**src/rtl/ex_operand_if.sv**
```systemverilog
// ---------------------------------------------------------------------------
// ex_operand_if
// Groups the signals of the operand stage's two handshakes.
//   Upstream (decode -> stage): in_valid/in_ready plus the decoded
//   instruction fields (cmd, rs/rt indices and values, immediate, use_imm,
//   rd_idx, wb_en).
//   Downstream (stage -> ALU): out_valid/out_ready plus alu_a, alu_b,
//   alu_cmd and the carried out_rd_idx/out_wb_en.
// The master modport is the environment: it drives decode and consumes ALU
// operands. The slave modport is the operand stage itself.
// ---------------------------------------------------------------------------
interface ex_operand_if #(
  parameter int DATA_W = 16,
  parameter int IDX_W  = 3,
  parameter int CMD_W  = 3
);
  logic              in_valid;
  logic              in_ready;
  logic [CMD_W-1:0]  in_cmd;
  logic [IDX_W-1:0]  in_rs_idx;
  logic [IDX_W-1:0]  in_rt_idx;
  logic [DATA_W-1:0] in_rs_val;
  logic [DATA_W-1:0] in_rt_val;
  logic [DATA_W-1:0] in_imm;
  logic              in_use_imm;
  logic [IDX_W-1:0]  in_rd_idx;
  logic              in_wb_en;

  logic              out_valid;
  logic              out_ready;
  logic [DATA_W-1:0] alu_a;
  logic [DATA_W-1:0] alu_b;
  logic [CMD_W-1:0]  alu_cmd;
  logic [IDX_W-1:0]  out_rd_idx;
  logic              out_wb_en;

  modport master (
    output in_valid, in_cmd, in_rs_idx, in_rt_idx, in_rs_val, in_rt_val,
           in_imm, in_use_imm, in_rd_idx, in_wb_en, out_ready,
    input  in_ready, out_valid, alu_a, alu_b, alu_cmd, out_rd_idx, out_wb_en
  );

  modport slave (
    input  in_valid, in_cmd, in_rs_idx, in_rt_idx, in_rs_val, in_rt_val,
           in_imm, in_use_imm, in_rd_idx, in_wb_en, out_ready,
    output in_ready, out_valid, alu_a, alu_b, alu_cmd, out_rd_idx, out_wb_en
  );
endinterface

```
**src/rtl/ex_operand_stage.sv**
```systemverilog
// ---------------------------------------------------------------------------
// ex_operand_stage
// Pipeline register in front of the 16-bit ALU. Captures decoded operands,
// resolves RAW hazards by forwarding from MEM (highest priority) and WB,
// selects register or immediate for operand B, and keeps snooping the
// forwarding buses while the held entry is stalled downstream.
// Ports:
//   clk, rst      clock; synchronous active-high reset
//   flush         drop the held entry and any entry offered this cycle
//   fwd_mem_*     MEM-stage forwarding bus (en, idx, data)
//   fwd_wb_*      WB-stage forwarding bus (en, idx, data)
//   bus (slave)   decode-side and ALU-side handshakes, see ex_operand_if
// ---------------------------------------------------------------------------
module ex_operand_stage #(
  parameter int DATA_W = 16,
  parameter int IDX_W  = 3,
  parameter int CMD_W  = 3
) (
  input  logic              clk,
  input  logic              rst,
  input  logic              flush,
  input  logic              fwd_mem_en,
  input  logic [IDX_W-1:0]  fwd_mem_idx,
  input  logic [DATA_W-1:0] fwd_mem_data,
  input  logic              fwd_wb_en,
  input  logic [IDX_W-1:0]  fwd_wb_idx,
  input  logic [DATA_W-1:0] fwd_wb_data,
  ex_operand_if.slave       bus
);

  // Held entry. The source indices and use_imm are kept so that a stalled
  // entry can keep picking up results from producers that arrive late.
  logic              valid_q;
  logic [DATA_W-1:0] a_q;
  logic [DATA_W-1:0] b_q;
  logic [CMD_W-1:0]  cmd_q;
  logic [IDX_W-1:0]  rd_idx_q;
  logic              wb_en_q;
  logic [IDX_W-1:0]  rs_idx_q;
  logic [IDX_W-1:0]  rt_idx_q;
  logic              use_imm_q;

  logic              capture;
  logic              hold;
  logic [DATA_W-1:0] cap_a;
  logic [DATA_W-1:0] cap_b;
  logic [DATA_W-1:0] hold_a;
  logic [DATA_W-1:0] hold_b;

  // r0 is never forwarded; MEM is younger than WB so it wins.
  function automatic logic [DATA_W-1:0] fwd_sel(
    input logic [IDX_W-1:0]  idx,
    input logic [DATA_W-1:0] dflt
  );
    if (idx != '0 && fwd_mem_en && fwd_mem_idx == idx) return fwd_mem_data;
    if (idx != '0 && fwd_wb_en && fwd_wb_idx == idx)   return fwd_wb_data;
    return dflt;
  endfunction

  assign bus.in_ready = !valid_q || bus.out_ready;
  assign capture      = bus.in_valid && bus.in_ready && !flush;
  assign hold         = valid_q && !bus.out_ready && !flush;

  always_comb begin
    // NOTE: every output of this block gets a value up front so no path
    // leaves one unassigned, which would otherwise infer a latch.
    cap_a  = fwd_sel(bus.in_rs_idx, bus.in_rs_val);
    cap_b  = bus.in_imm;
    hold_a = fwd_sel(rs_idx_q, a_q);
    hold_b = b_q;
    if (!bus.in_use_imm) cap_b  = fwd_sel(bus.in_rt_idx, bus.in_rt_val);
    if (!use_imm_q)      hold_b = fwd_sel(rt_idx_q, b_q);
  end

  // NOTE: state registers use non-blocking assignments so every flop samples
  // the pre-edge values regardless of statement order.
  always_ff @(posedge clk) begin
    if (rst) begin
      valid_q   <= 1'b0;
      a_q       <= '0;
      b_q       <= '0;
      cmd_q     <= '0;
      rd_idx_q  <= '0;
      wb_en_q   <= 1'b0;
      rs_idx_q  <= '0;
      rt_idx_q  <= '0;
      use_imm_q <= 1'b0;
    end else if (capture) begin
      // Also covers consume+capture: the new entry replaces the old one.
      valid_q   <= 1'b1;
      a_q       <= cap_a;
      b_q       <= cap_b;
      cmd_q     <= bus.in_cmd;
      rd_idx_q  <= bus.in_rd_idx;
      wb_en_q   <= bus.in_wb_en;
      rs_idx_q  <= bus.in_rs_idx;
      rt_idx_q  <= bus.in_rt_idx;
      use_imm_q <= bus.in_use_imm;
    end else begin
      if (flush || bus.out_ready) valid_q <= 1'b0;
      if (hold) begin
        a_q <= hold_a;
        b_q <= hold_b;
      end
    end
  end

  assign bus.out_valid  = valid_q;
  assign bus.alu_a      = a_q;
  assign bus.alu_b      = b_q;
  assign bus.alu_cmd    = cmd_q;
  assign bus.out_rd_idx = rd_idx_q;
  assign bus.out_wb_en  = wb_en_q;

endmodule

```
**src/flat_wrapper.sv**
```systemverilog
// flat-port wrapper written by rule: the top's interface ports become plain ports
module ex_operand_stage_flat 
#(
  parameter int DATA_W = 16,
  parameter int IDX_W  = 3,
  parameter int CMD_W  = 3
)
  (clk, rst, flush, fwd_mem_en, fwd_mem_idx, fwd_mem_data, fwd_wb_en, fwd_wb_idx, fwd_wb_data, bus_in_valid, bus_in_cmd, bus_in_rs_idx, bus_in_rt_idx, bus_in_rs_val, bus_in_rt_val, bus_in_imm, bus_in_use_imm, bus_in_rd_idx, bus_in_wb_en, bus_out_ready, bus_in_ready, bus_out_valid, bus_alu_a, bus_alu_b, bus_alu_cmd, bus_out_rd_idx, bus_out_wb_en);
  ex_operand_if #(.DATA_W(DATA_W), .IDX_W(IDX_W), .CMD_W(CMD_W)) bus_i ();
  input  logic clk;
  input  logic rst;
  input  logic flush;
  input  logic fwd_mem_en;
  input  logic [IDX_W-1:0] fwd_mem_idx;
  input  logic [DATA_W-1:0] fwd_mem_data;
  input  logic fwd_wb_en;
  input  logic [IDX_W-1:0] fwd_wb_idx;
  input  logic [DATA_W-1:0] fwd_wb_data;
  input wire logic [$bits(bus_i.in_valid)-1:0] bus_in_valid;
  input wire logic [$bits(bus_i.in_cmd)-1:0] bus_in_cmd;
  input wire logic [$bits(bus_i.in_rs_idx)-1:0] bus_in_rs_idx;
  input wire logic [$bits(bus_i.in_rt_idx)-1:0] bus_in_rt_idx;
  input wire logic [$bits(bus_i.in_rs_val)-1:0] bus_in_rs_val;
  input wire logic [$bits(bus_i.in_rt_val)-1:0] bus_in_rt_val;
  input wire logic [$bits(bus_i.in_imm)-1:0] bus_in_imm;
  input wire logic [$bits(bus_i.in_use_imm)-1:0] bus_in_use_imm;
  input wire logic [$bits(bus_i.in_rd_idx)-1:0] bus_in_rd_idx;
  input wire logic [$bits(bus_i.in_wb_en)-1:0] bus_in_wb_en;
  input wire logic [$bits(bus_i.out_ready)-1:0] bus_out_ready;
  output wire logic [$bits(bus_i.in_ready)-1:0] bus_in_ready;
  output wire logic [$bits(bus_i.out_valid)-1:0] bus_out_valid;
  output wire logic [$bits(bus_i.alu_a)-1:0] bus_alu_a;
  output wire logic [$bits(bus_i.alu_b)-1:0] bus_alu_b;
  output wire logic [$bits(bus_i.alu_cmd)-1:0] bus_alu_cmd;
  output wire logic [$bits(bus_i.out_rd_idx)-1:0] bus_out_rd_idx;
  output wire logic [$bits(bus_i.out_wb_en)-1:0] bus_out_wb_en;
  assign bus_i.in_valid = bus_in_valid;
  assign bus_i.in_cmd = bus_in_cmd;
  assign bus_i.in_rs_idx = bus_in_rs_idx;
  assign bus_i.in_rt_idx = bus_in_rt_idx;
  assign bus_i.in_rs_val = bus_in_rs_val;
  assign bus_i.in_rt_val = bus_in_rt_val;
  assign bus_i.in_imm = bus_in_imm;
  assign bus_i.in_use_imm = bus_in_use_imm;
  assign bus_i.in_rd_idx = bus_in_rd_idx;
  assign bus_i.in_wb_en = bus_in_wb_en;
  assign bus_i.out_ready = bus_out_ready;
  assign bus_in_ready = bus_i.in_ready;
  assign bus_out_valid = bus_i.out_valid;
  assign bus_alu_a = bus_i.alu_a;
  assign bus_alu_b = bus_i.alu_b;
  assign bus_alu_cmd = bus_i.alu_cmd;
  assign bus_out_rd_idx = bus_i.out_rd_idx;
  assign bus_out_wb_en = bus_i.out_wb_en;
  ex_operand_stage #(.DATA_W(DATA_W), .IDX_W(IDX_W), .CMD_W(CMD_W)) u_core (.clk(clk), .rst(rst), .flush(flush), .fwd_mem_en(fwd_mem_en), .fwd_mem_idx(fwd_mem_idx), .fwd_mem_data(fwd_mem_data), .fwd_wb_en(fwd_wb_en), .fwd_wb_idx(fwd_wb_idx), .fwd_wb_data(fwd_wb_data), .bus(bus_i));
endmodule
```
**config.mk**
```make
export PLATFORM = sky130hd
export DESIGN_NAME = ex_operand_stage_flat
export DESIGN_NICKNAME = d
export VERILOG_FILES = /design/src/rtl/ex_operand_if.sv /design/src/rtl/ex_operand_stage.sv /design/src/flat_wrapper.sv
export SDC_FILE = /design/constraint.sdc
export NUM_CORES = 1
export LEC_CHECK = 0
export BUFFER_PORTS_ARGS = -buffer_cell sky130_fd_sc_hd__buf_2
export CORE_ASPECT_RATIO = 0.9
export CORE_MARGIN = 1
export CORE_UTILIZATION = 52
export CTS_CLUSTER_DIAMETER = 50
export DETAILED_ROUTE_END_ITERATION = 7
export PLACE_DENSITY = 0.89
export SETUP_SLACK_MARGIN = 0.3
export SYNTH_ARGS = -nofsm -noshare
export SYNTH_HDL_FRONTEND = slang
export SYNTH_SLANG_ARGS = --single-unit
```
**constraint.sdc**
```tcl
create_clock -name clk -period 4.13 [get_ports clk]
set_input_delay 0.826 -clock clk [delete_from_list [all_inputs] [get_ports clk]]
set_output_delay 0.826 -clock clk [all_outputs]
set_load 0.02 [all_outputs]
```
==> impl_results.html, run 1 <==
<table>
<tr><th>Metric</th><th>Value</th></tr>
<tr><th colspan="2">Power</th></tr>
<tr><td>Total power</td><td>1.22 mW</td></tr>
<tr><td>Largest vdd supply drop</td><td>0.151 mV</td></tr>
<tr><td>Power density over the cells</td><td>291 nW/um^2</td></tr>
<tr><td>Leakage power figure</td><td>1.74 nW</td></tr>
<tr><th colspan="2">CTS</th></tr>
<tr><td>Clock Sinks</td><td>47</td></tr>
<tr><td>Num CTS Buffers</td><td>5</td></tr>
<tr><td>Maximum level of the CTS H-tree</td><td>2</td></tr>
<tr><td>Master cell of the clock root buffer</td><td>sky130_fd_sc_hd__clkbuf_8</td></tr>
<tr><td>Number of gates resized after CTS</td><td>0</td></tr>
<tr><td>Hold_buf cts</td><td>0</td></tr>
<tr><td>Post-CTS Setup Repair Bufs</td><td>0</td></tr>
<tr><td>Clock tree from TritonCTS</td><td>built</td></tr>
<tr><td>Clock buffer depth</td><td>2</td></tr>
<tr><td>Clock transition time at the flip-flop clock pins of the worst setup and hold paths</td><td>100 ps</td></tr>
<tr><td>Worst-Skew Late Latency</td><td>310 ps</td></tr>
<tr><th colspan="2">Logic synthesis</th></tr>
<tr><td>Library cells used by synthesis</td><td>55</td></tr>
<tr><td>Synthesized netlist cell count</td><td>425</td></tr>
<tr><td>Library cell occupying the most area in the post-synthesis netlist</td><td>sky130_fd_sc_hd__dfxtp_1</td></tr>
<tr><td>Number of synthesis warnings</td><td>0</td></tr>
<tr><td>Flip-flop cell with the highest count after synthesis</td><td>sky130_fd_sc_hd__dfxtp_1</td></tr>
<tr><td>Number of storage elements in the synthesis netlist</td><td>47</td></tr>
<tr><td>Netlist Area Pre-Place</td><td>3440 sq um</td></tr>
<tr><td>Average footprint of a synthesized cell</td><td>8.10 sq um</td></tr>
<tr><td>Number of enable flip-flop cells after synthesis</td><td>0</td></tr>
<tr><td>Cell types with the largest area share after synthesis</td><td>sky130_fd_sc_hd__dfxtp_1 (27%), sky130_fd_sc_hd__nand2_1 (7.0%), sky130_fd_sc_hd__nor2_1 (5.9%)</td></tr>
<tr><td>Mapped Nets</td><td>532</td></tr>
<tr><td>Area share of the largest cell type after synthesis</td><td>0.273</td></tr>
<tr><td>Proportion of synthesized chip area in sequential cells</td><td>0.273</td></tr>
<tr><td>Share of flip-flops with an asynchronous set or reset after synthesis</td><td>0</td></tr>
<tr><th colspan="2">Worst hold path</th></tr>
<tr><td>Worst Hold Launch</td><td>u_core.bus.alu_cmd[1]</td></tr>
<tr><td>Type of the tightest min-delay check</td><td>reg2reg</td></tr>
<tr><td>Worst-case hold path end point</td><td>u_core.bus.alu_cmd[1]</td></tr>
<tr><td>Depth of the worst hold-timing path</td><td>2</td></tr>
<tr><th colspan="2">Global routing</th></tr>
<tr><td>Largest net degree at the start of global routing</td><td>33</td></tr>
<tr><td>Number of global-route vias before repair</td><td>3,809</td></tr>
<tr><td>Global-route wire length before repair</td><td>17,900 microns</td></tr>
<tr><td>Number of antenna violations at the first check in global routing</td><td>0</td></tr>
<tr><td>Remaining Overflow, GRT</td><td>0</td></tr>
<tr><td>Global-route usage over all layers</td><td>0.333</td></tr>
<tr><th colspan="2">Drt</th></tr>
<tr><td>Via density per instance</td><td>6.30</td></tr>
<tr><td>Detailed-route wire length per cell</td><td>18.3 microns</td></tr>
<tr><td>DRC marker count from the first detailed-route iteration</td><td>418</td></tr>
<tr><td>WL final</td><td>11,700 microns</td></tr>
<tr><td>Post-detailed-route count of antenna-violating nets</td><td>0</td></tr>
<tr><td>Final routed DRC violation total</td><td>0</td></tr>
<tr><td>Total via count in the routed design</td><td>4,012</td></tr>
<tr><td>Count of TritonRoute iterations in the first routing pass</td><td>5</td></tr>
<tr><th colspan="2">Worst setup path</th></tr>
<tr><td>Critical register-to-register path endpoint</td><td>u_core.bus.alu_a[13]</td></tr>
<tr><td>Crit Path Category</td><td>in2reg</td></tr>
<tr><td>R2R Setup Slk</td><td>1240 ps</td></tr>
<tr><td>Worst path required time</td><td>4360 ps</td></tr>
<tr><td>Data arrival time of the critical path</td><td>3320 ps</td></tr>
<tr><td>Setup crit end kind</td><td>flip-flop</td></tr>
<tr><td>Critical path startpoint category</td><td>input port</td></tr>
<tr><td>Worst Path Max Fanout</td><td>24</td></tr>
<tr><td>Number of cell instances on the worst register-to-register path</td><td>6</td></tr>
<tr><td>Worst r2r src</td><td>u_core.bus.out_valid</td></tr>
<tr><th colspan="2">STA</th></tr>
<tr><td>Number of endpoints failing setup at the final stage</td><td>0</td></tr>
<tr><td>Slew at the pin with the worst max-slew slack</td><td>1120 ps</td></tr>
<tr><td>Slew Limit Headroom</td><td>0.246</td></tr>
<tr><td>Post-Route Skew</td><td>11.3 ps</td></tr>
<tr><td>Tmin final</td><td>3090 ps</td></tr>
<tr><td>Worst slack on hold paths</td><td>455 ps</td></tr>
<tr><td>RSZ-0062 raised after global routing</td><td>false</td></tr>
<tr><td>Setup total negative slack</td><td>0 ps</td></tr>
<tr><td>Tcrit/Tclk final</td><td>0.747</td></tr>
<tr><td>Fin. Hold Viols</td><td>0</td></tr>
<tr><td>Highest achievable clock rate</td><td>324 MHz</td></tr>
<tr><td>Final-report max-slew violation count</td><td>0</td></tr>
<tr><th colspan="2">Floorplanning</th></tr>
<tr><td>Vertical extent of the die</td><td>79.2 microns</td></tr>
<tr><td>Area of the core region</td><td>6250 sq um</td></tr>
<tr><td># rows</td><td>27</td></tr>
<tr><td>Chip Width</td><td>87.8 microns</td></tr>
<tr><td>Die Footprint</td><td>6950 sq um</td></tr>
<tr><td>Number of top-level pins</td><td>148</td></tr>
<tr><td>Initial standard-cell utilization of the core</td><td>0.551</td></tr>
<tr><th colspan="2">Job</th></tr>
<tr><td>Max Cap Violations</td><td>0</td></tr>
<tr><th colspan="2">Final layout</th></tr>
<tr><td>Number of inserted diodes</td><td>0</td></tr>
<tr><td>Area added between synthesis and finish</td><td>21.4%</td></tr>
<tr><td>FF+latch area</td><td>941 sq um</td></tr>
<tr><td>NumNets Final</td><td>656</td></tr>
<tr><td>Fill cell instance count of the final layout</td><td>523</td></tr>
<tr><td>Fraction of layout instances using a drive strength above 1</td><td>0.347</td></tr>
<tr><td>Core Util, Final</td><td>0.669</td></tr>
<tr><td>Multi-input gate area in the final layout</td><td>2210 sq um</td></tr>
<tr><td>Final standard cell count with taps included and fillers excluded</td><td>637</td></tr>
<tr><td>Top library cells by usage in the layout, fill and taps aside</td><td>sky130_fd_sc_hd__buf_2 (147), sky130_fd_sc_hd__nand2_1 (64), sky130_fd_sc_hd__nor2_1 (54)</td></tr>
<tr><td>Leading cell type in the layout, fill and taps excluded</td><td>sky130_fd_sc_hd__buf_2</td></tr>
<tr><th colspan="2">Outcome</th></tr>
<tr><td>Result of the run</td><td>finished, final reports clean</td></tr>
<tr><th colspan="2">Placement</th></tr>
<tr><td>Total instance count after detailed placement</td><td>629</td></tr>
<tr><td>Half-perimeter wire length after placement</td><td>8060 microns</td></tr>
<tr><td>GP Congestion</td><td>0.873</td></tr>
<tr><td>Port-buffer cells</td><td>147</td></tr>
</table>
synthesized netlist by cell type (3+ instances only):
master	number
sky130_fd_sc_hd__nand2_1	64
sky130_fd_sc_hd__nor2_1	54
sky130_fd_sc_hd__dfxtp_1	47
sky130_fd_sc_hd__a21oi_1	30
sky130_fd_sc_hd__a211o_1	18
sky130_fd_sc_hd__nor4_1	18
sky130_fd_sc_hd__mux2i_1	17
sky130_fd_sc_hd__o21ai_0	17
sky130_fd_sc_hd__a311o_1	15
sky130_fd_sc_hd__clkbuf_1	15
sky130_fd_sc_hd__mux2_2	15
sky130_fd_sc_hd__o2bb2ai_1	15
sky130_fd_sc_hd__xnor2_1	15
sky130_fd_sc_hd__a211oi_1	14
sky130_fd_sc_hd__clkbuf_8	7
sky130_fd_sc_hd__buf_6	5
sky130_fd_sc_hd__nor3_1	5
sky130_fd_sc_hd__nand3_1	4
sky130_fd_sc_hd__buf_4	3
sky130_fd_sc_hd__inv_1	3
sky130_fd_sc_hd__nand4_1	3
sky130_fd_sc_hd__xor2_1	3
where the power goes:
group	internal (mW)	switching, mW	leakage [nW]
clock	0.242	0.166	0.0654
combinational	0.125	0.192	1.29
sequential	0.477	0.0160	0.384
worst max path at each step:
stage	startpoint	to	slack, ps	cells past startpoint
after floorplan	fwd_wb_idx[1]	u_core.bus.alu_b[6]	1480	9
after global placement	bus_out_ready	u_core.bus.alu_a[5]	1000	7
after detailed placement	bus_out_ready	u_core.bus.alu_a[5]	880	7
after CTS	bus_out_ready	u_core.bus.alu_a[13]	1130	7
after global routing	bus_out_ready	u_core.bus.alu_a[13]	920	7
final	bus_out_ready	u_core.bus.alu_a[13]	1040	7
flip-flops by register name (all words and copies together) (netlist names):
register / flops
u_core.bus.alu_a: 16
u_core.bus.alu_b: 16
u_core.use_imm_q: 1
u_core.bus.out_rd_idx: 3
u_core.bus.out_wb_en: 1
u_core.bus.alu_cmd: 3
u_core.rs_idx_q: 3
u_core.rt_idx_q: 3
u_core.bus.out_valid: 1
critical path, stage by stage:
cell,delay [ps]
sky130_fd_sc_hd__buf_2,80
sky130_fd_sc_hd__nor2b_1,80
sky130_fd_sc_hd__nor3b_4,780
sky130_fd_sc_hd__o211a_2,560
sky130_fd_sc_hd__nand2b_1,610
sky130_fd_sc_hd__nor2_1,150
sky130_fd_sc_hd__o2bb2ai_1,220
per-layer routing:
metal  up-vias  GRT usage  part of all wire
met2       291      0.555              0.47
met3        67     0.0624             0.095
li1       1798          -                 -
met4         0      0.184             0.044
met5         -          0                 0
met1      1856      0.402              0.39
metrics by stage:
| step | worst slack, ps | area [sq um] |
|---|---|---|
| floorplan | 1480 | 3440 |
| global placement | 1000 | 4050 |
| detailed placement | 879 | 4050 |
| CTS | 1130 | 4180 |
| global route | 917 | 4180 |
| finish | 1040 | 4180 |
layout make-up:
cell class,instances,area share
Clock buffer,6,0.0173
Clock inverter,2,0.0144
Inverter,3,0.00269
Multi-Input combinational cell,339,0.528
Sequential cell,47,0.225
Tap cell,87,0.0260
Timing Repair Buffer,153,0.187
kinds of logic after synthesis:
| family | share of synthesized area |
|---|---|
| xor gates and xnor gates | 0.0458 |
| AOI/OAI and AO/OA | 0.271 |
| buffers and inverters | 0.0915 |
| muxes | 0.0984 |
| and+or+nand+nor | 0.220 |
| DFF | 0.273 |
Note: power is estimated with default switching activity, not from simulation.
==> run 2: changes to the inputs <==
--- a/config.mk
+++ b/config.mk
@@ -5,13 +5,14 @@
 export SDC_FILE = /design/constraint.sdc
 export NUM_CORES = 1
 export LEC_CHECK = 0
+export ABC_AREA = 1
 export BUFFER_PORTS_ARGS = -buffer_cell sky130_fd_sc_hd__buf_2
 export CORE_ASPECT_RATIO = 0.9
 export CORE_MARGIN = 1
-export CORE_UTILIZATION = 52
+export CORE_UTILIZATION = 46
 export CTS_CLUSTER_DIAMETER = 50
 export DETAILED_ROUTE_END_ITERATION = 7
-export PLACE_DENSITY = 0.89
+export PLACE_DENSITY = 0.8
 export SETUP_SLACK_MARGIN = 0.3
 export SYNTH_ARGS = -nofsm -noshare
 export SYNTH_HDL_FRONTEND = slang
==> constraint.sdc (replaced) <==
create_clock -name clk -period 2.75 [get_ports clk]
set_input_delay 0.55 -clock clk [delete_from_list [all_inputs] [get_ports clk]]
set_output_delay 0.55 -clock clk [all_outputs]
set_load 0.02 [all_outputs]
==> run 2 against run 1 <==
Combinational power grew 98%. Sequential cell count is the same. Highest routed layer unchanged. Non-clock buffer count up 2.
==> impl_results.html, run 2 <==
<table>
<tr><th>Metric</th><th>Value</th></tr>
<tr><th colspan="2">Logic synthesis</th></tr>
<tr><td>Leading cell types by count after synthesis</td><td>sky130_fd_sc_hd__nand2_1 (175), sky130_fd_sc_hd__nand3_1 (173), sky130_fd_sc_hd__inv_1 (134)</td></tr>
<tr><td>Netlist Area Pre-Place</td><td>4260 sq um</td></tr>
<tr><td>Flip-flop cell with the highest count after synthesis</td><td>sky130_fd_sc_hd__dfxtp_1</td></tr>
<tr><td>Library cell occupying the most area in the post-synthesis netlist</td><td>sky130_fd_sc_hd__dfxtp_1</td></tr>
<tr><td>Synthesized netlist cell count</td><td>769</td></tr>
<tr><td>Library cells used by synthesis</td><td>25</td></tr>
<tr><td>Number of storage elements in the synthesis netlist</td><td>47</td></tr>
<tr><td>Average footprint of a synthesized cell</td><td>5.53 sq um</td></tr>
<tr><td>Dominant combinational cell family by area after synthesis</td><td>simple AND/OR/NAND/NOR gates</td></tr>
<tr><td>Compound-cell area share of the yosys netlist</td><td>0.131</td></tr>
<tr><td>Share of flip-flops with an asynchronous set or reset after synthesis</td><td>0</td></tr>
<tr><td>Portion of netlist area occupied by mux cells</td><td>0</td></tr>
<tr><td>Most instantiated library cell after synthesis</td><td>sky130_fd_sc_hd__nand2_1</td></tr>
<tr><td>Synth Area in Simple Gates</td><td>0.459</td></tr>
<tr><td>Area share of the largest cell type after synthesis</td><td>0.221</td></tr>
<tr><td>Number of synthesis warnings</td><td>0</td></tr>
<tr><td>Post-synthesis share of cell area spent on xor and xnor gates</td><td>0.0103</td></tr>
<tr><td>Mapped Nets</td><td>876</td></tr>
<tr><td>Number of enable flip-flop cells after synthesis</td><td>0</td></tr>
<tr><td>Proportion of synthesized chip area in sequential cells</td><td>0.221</td></tr>
<tr><td>Adder-Cell Fraction of Synth Area</td><td>0</td></tr>
<tr><td>Cell types with the largest area share after synthesis</td><td>sky130_fd_sc_hd__dfxtp_1 (22%), sky130_fd_sc_hd__nand3_1 (20%), sky130_fd_sc_hd__nand2_1 (15%)</td></tr>
<tr><th colspan="2">Power</th></tr>
<tr><td>Largest vdd supply drop</td><td>0.186 mV</td></tr>
<tr><td>Combinational cell fraction of total power</td><td>0.342</td></tr>
<tr><td>Switching share of power</td><td>0.363</td></tr>
<tr><td>Sequential Power Share</td><td>0.406</td></tr>
<tr><td>Leakage power figure</td><td>2.97 nW</td></tr>
<tr><td>Power density over the cells</td><td>361 nW/um^2</td></tr>
<tr><td>Total power</td><td>1.83 mW</td></tr>
<tr><td>Share of total power in the clock network</td><td>0.252</td></tr>
<tr><td>Net switching power</td><td>0.664 mW</td></tr>
<tr><td>Internal</td><td>1.17 mW</td></tr>
<tr><th colspan="2">Worst setup path</th></tr>
<tr><td>Critical register-to-register path endpoint</td><td>u_core.bus.alu_b[11]</td></tr>
<tr><td>Critical path startpoint category</td><td>flip-flop</td></tr>
<tr><td>Ordered list of cells on the worst path</td><td>inv_1, nand3_1, inv_1, nor2_1, nand2_2, nand3_1, nand2_1, inv_2, nand2_1, nor2_1, nor2_1</td></tr>
<tr><td>Most repeated library cell on the critical path</td><td>sky130_fd_sc_hd__nor2_1</td></tr>
<tr><td>Crit Path Category</td><td>reg2reg</td></tr>
<tr><td>Critical path's slowest cell</td><td>sky130_fd_sc_hd__dfxtp_1</td></tr>
<tr><td>Setup crit end kind</td><td>flip-flop</td></tr>
<tr><td>Worst r2r src</td><td>u_core.rt_idx_q[0]</td></tr>
<tr><td>R2R Setup Slk</td><td>760 ps</td></tr>
<tr><td>CP peak stage delay</td><td>390 ps</td></tr>
<tr><td>Number of cell instances on the worst register-to-register path</td><td>11</td></tr>
<tr><td>Worst Path Max Fanout</td><td>32</td></tr>
<tr><td>Worst path required time</td><td>2950 ps</td></tr>
<tr><td>Data arrival time of the critical path</td><td>2190 ps</td></tr>
<tr><th colspan="2">STA</th></tr>
<tr><td>Highest achievable clock rate</td><td>503 MHz</td></tr>
<tr><td>Slew at the pin with the worst max-slew slack</td><td>795 ps</td></tr>
<tr><td>Worst path setup slack after routing</td><td>761 ps</td></tr>
<tr><td>Number of endpoints failing setup at the final stage</td><td>0</td></tr>
<tr><td>Slew Limit Headroom</td><td>0.470</td></tr>
<tr><td>Worst slack on hold paths</td><td>469 ps</td></tr>
<tr><td>Tcrit/Tclk final</td><td>0.723</td></tr>
<tr><td>Post-Route Skew</td><td>5.03 ps</td></tr>
<tr><td>Tmin final</td><td>1990 ps</td></tr>
<tr><td>Setup total negative slack</td><td>0 ps</td></tr>
<tr><td>Fin. Hold Viols</td><td>0</td></tr>
<tr><td>Final-report max-slew violation count</td><td>0</td></tr>
<tr><td>RSZ-0062 raised after global routing</td><td>false</td></tr>
<tr><th colspan="2">Final layout</th></tr>
<tr><td>Final standard cell count with taps included and fillers excluded</td><td>1,011</td></tr>
<tr><td>Fill cell instance count of the final layout</td><td>950</td></tr>
<tr><td>Fraction of layout instances using a drive strength above 1</td><td>0.213</td></tr>
<tr><td>FF+latch area</td><td>941 sq um</td></tr>
<tr><td>Top library cells by usage in the layout, fill and taps aside</td><td>sky130_fd_sc_hd__nand2_1 (175), sky130_fd_sc_hd__nand3_1 (172), sky130_fd_sc_hd__buf_2 (147)</td></tr>
<tr><td>Area added between synthesis and finish</td><td>19.2%</td></tr>
<tr><td>Multi-input gate area in the final layout</td><td>2560 sq um</td></tr>
<tr><td>NumNets Final</td><td>997</td></tr>
<tr><td>Leading cell type in the layout, fill and taps excluded</td><td>sky130_fd_sc_hd__nand2_1</td></tr>
<tr><td>Cell area after layout</td><td>5070 sq um</td></tr>
<tr><td>Core Util, Final</td><td>0.579</td></tr>
<tr><th colspan="2">Worst hold path</th></tr>
<tr><td>Worst-case hold path end point</td><td>u_core.use_imm_q</td></tr>
<tr><td>Type of the tightest min-delay check</td><td>reg2reg</td></tr>
<tr><td>Worst Hold Launch</td><td>u_core.use_imm_q</td></tr>
<tr><td>Depth of the worst hold-timing path</td><td>2</td></tr>
<tr><th colspan="2">Global routing</th></tr>
<tr><td>Number of global-route vias before repair</td><td>4,349</td></tr>
<tr><td>Largest net degree at the start of global routing</td><td>33</td></tr>
<tr><td>Global-route wire length before repair</td><td>21,200 microns</td></tr>
<tr><td>Number of antenna violations at the first check in global routing</td><td>1</td></tr>
<tr><td>Remaining Overflow, GRT</td><td>0</td></tr>
<tr><td>Global-route usage over all layers</td><td>0.279</td></tr>
<tr><th colspan="2">CTS</th></tr>
<tr><td>Number of gates resized after CTS</td><td>0</td></tr>
<tr><td>Maximum level of the CTS H-tree</td><td>2</td></tr>
<tr><td>Num CTS Buffers</td><td>5</td></tr>
<tr><td>Clock Sinks</td><td>47</td></tr>
<tr><td>Clock transition time at the flip-flop clock pins of the worst setup and hold paths</td><td>90 ps</td></tr>
<tr><td>Hold_buf cts</td><td>0</td></tr>
<tr><td>Post-CTS Setup Repair Bufs</td><td>0</td></tr>
<tr><td>Master cell of the clock root buffer</td><td>sky130_fd_sc_hd__clkbuf_8</td></tr>
<tr><td>Clock buffer depth</td><td>2</td></tr>
<tr><td>Clock tree from TritonCTS</td><td>built</td></tr>
<tr><td>Worst-Skew Late Latency</td><td>300 ps</td></tr>
<tr><th colspan="2">Drt</th></tr>
<tr><td>Total via count in the routed design</td><td>5,155</td></tr>
<tr><td>Post-detailed-route count of antenna-violating nets</td><td>0</td></tr>
<tr><td>Final routed DRC violation total</td><td>0</td></tr>
<tr><td>Detailed-route wire length per cell</td><td>13.3 microns</td></tr>
<tr><td>Count of TritonRoute iterations in the first routing pass</td><td>5</td></tr>
<tr><td>DRC marker count from the first detailed-route iteration</td><td>374</td></tr>
<tr><td>Via density per instance</td><td>5.10</td></tr>
<tr><td>WL final</td><td>13,400 microns</td></tr>
<tr><th colspan="2">Job</th></tr>
<tr><td>Max Cap Violations</td><td>0</td></tr>
<tr><th colspan="2">Floorplanning</th></tr>
<tr><td>Initial standard-cell utilization of the core</td><td>0.485</td></tr>
<tr><td>Die Footprint</td><td>9640 sq um</td></tr>
<tr><td>Chip Width</td><td>103 microns</td></tr>
<tr><td>Number of top-level pins</td><td>148</td></tr>
<tr><td># rows</td><td>32</td></tr>
<tr><td>Vertical extent of the die</td><td>93.2 microns</td></tr>
<tr><td>Area of the core region</td><td>8770 sq um</td></tr>
<tr><th colspan="2">Outcome</th></tr>
<tr><td>Result of the run</td><td>finished, final reports clean</td></tr>
<tr><th colspan="2">Placement</th></tr>
<tr><td>Total instance count after detailed placement</td><td>1,002</td></tr>
<tr><td>Placed inst area</td><td>4970 sq um</td></tr>
<tr><td>GP Congestion</td><td>0.993</td></tr>
<tr><td>Half-perimeter wire length after placement</td><td>10,400 microns</td></tr>
<tr><td>Post-Place Worst Slack</td><td>527 ps</td></tr>
<tr><td>Port-buffer cells</td><td>147</td></tr>
</table>
==> run 2: worst max path at each step <==
stage,from,end,slack (ps)
after detailed placement,fwd_mem_idx[0],u_core.bus.alu_b[12],530
final,u_core.rt_idx_q[0],u_core.bus.alu_b[11],760
after floorplan,bus_out_ready,u_core.bus.alu_b[1],970
after CTS,u_core.rt_idx_q[0],u_core.bus.alu_b[11],800
after global routing,u_core.rt_idx_q[0],u_core.bus.alu_b[2],500
after global placement,fwd_mem_idx[0],u_core.bus.alu_b[13],620
==> run 2: cell type report <==
cell class / count / share of cell area
sequential: 47 / 0.185
inverter: 139 / 0.103
clock buffer: 7 / 0.0190
timing repair buffer: 155 / 0.157
clock inverter: 1 / 0.00148
multi-input combinational: 542 / 0.505
tap: 119 / 0.0293
antenna: 1 / 0.000493
==> run 2: cell families (layout without fill, tap and decap cells) <==
kind of cell           count (synthesis)  count (layout)
AND/OR/NAND/NOR                      426             426
buffers and inverters                180             302
AO/OA/AOI/OAI                        111             111
flip-flops                            47              47
XOR/XNOR                               5               5
other                                  0               1
==> run 2: power groups by stage <==
stage | clock [mW] | sequential [mW] | combinational (mW)
after detailed placement | 0 | 0.758 | 0.615
final | 0.461 | 0.743 | 0.627
after global routing | 0.501 | 0.749 | 0.699
after global placement | 0 | 0.760 | 0.612
after floorplan | 0 | 0.797 | 0.373
after CTS | 0.476 | 0.743 | 0.617
==> run 2: worst max-delay path: cells and delay by family (launching register included) <==
kind	cells	cell delay, ps
buf+inv	3	530
simple gates	8	970
flops	1	390
==> run 2: metal layers <==
metal  up-vias  share of wire  global-route usage
li1       2664              -                   -
met1      2201           0.49               0.439
met2       271           0.40               0.391
met3        19          0.098              0.0344
met4         0          0.018              0.0704
met5         -              0                   0
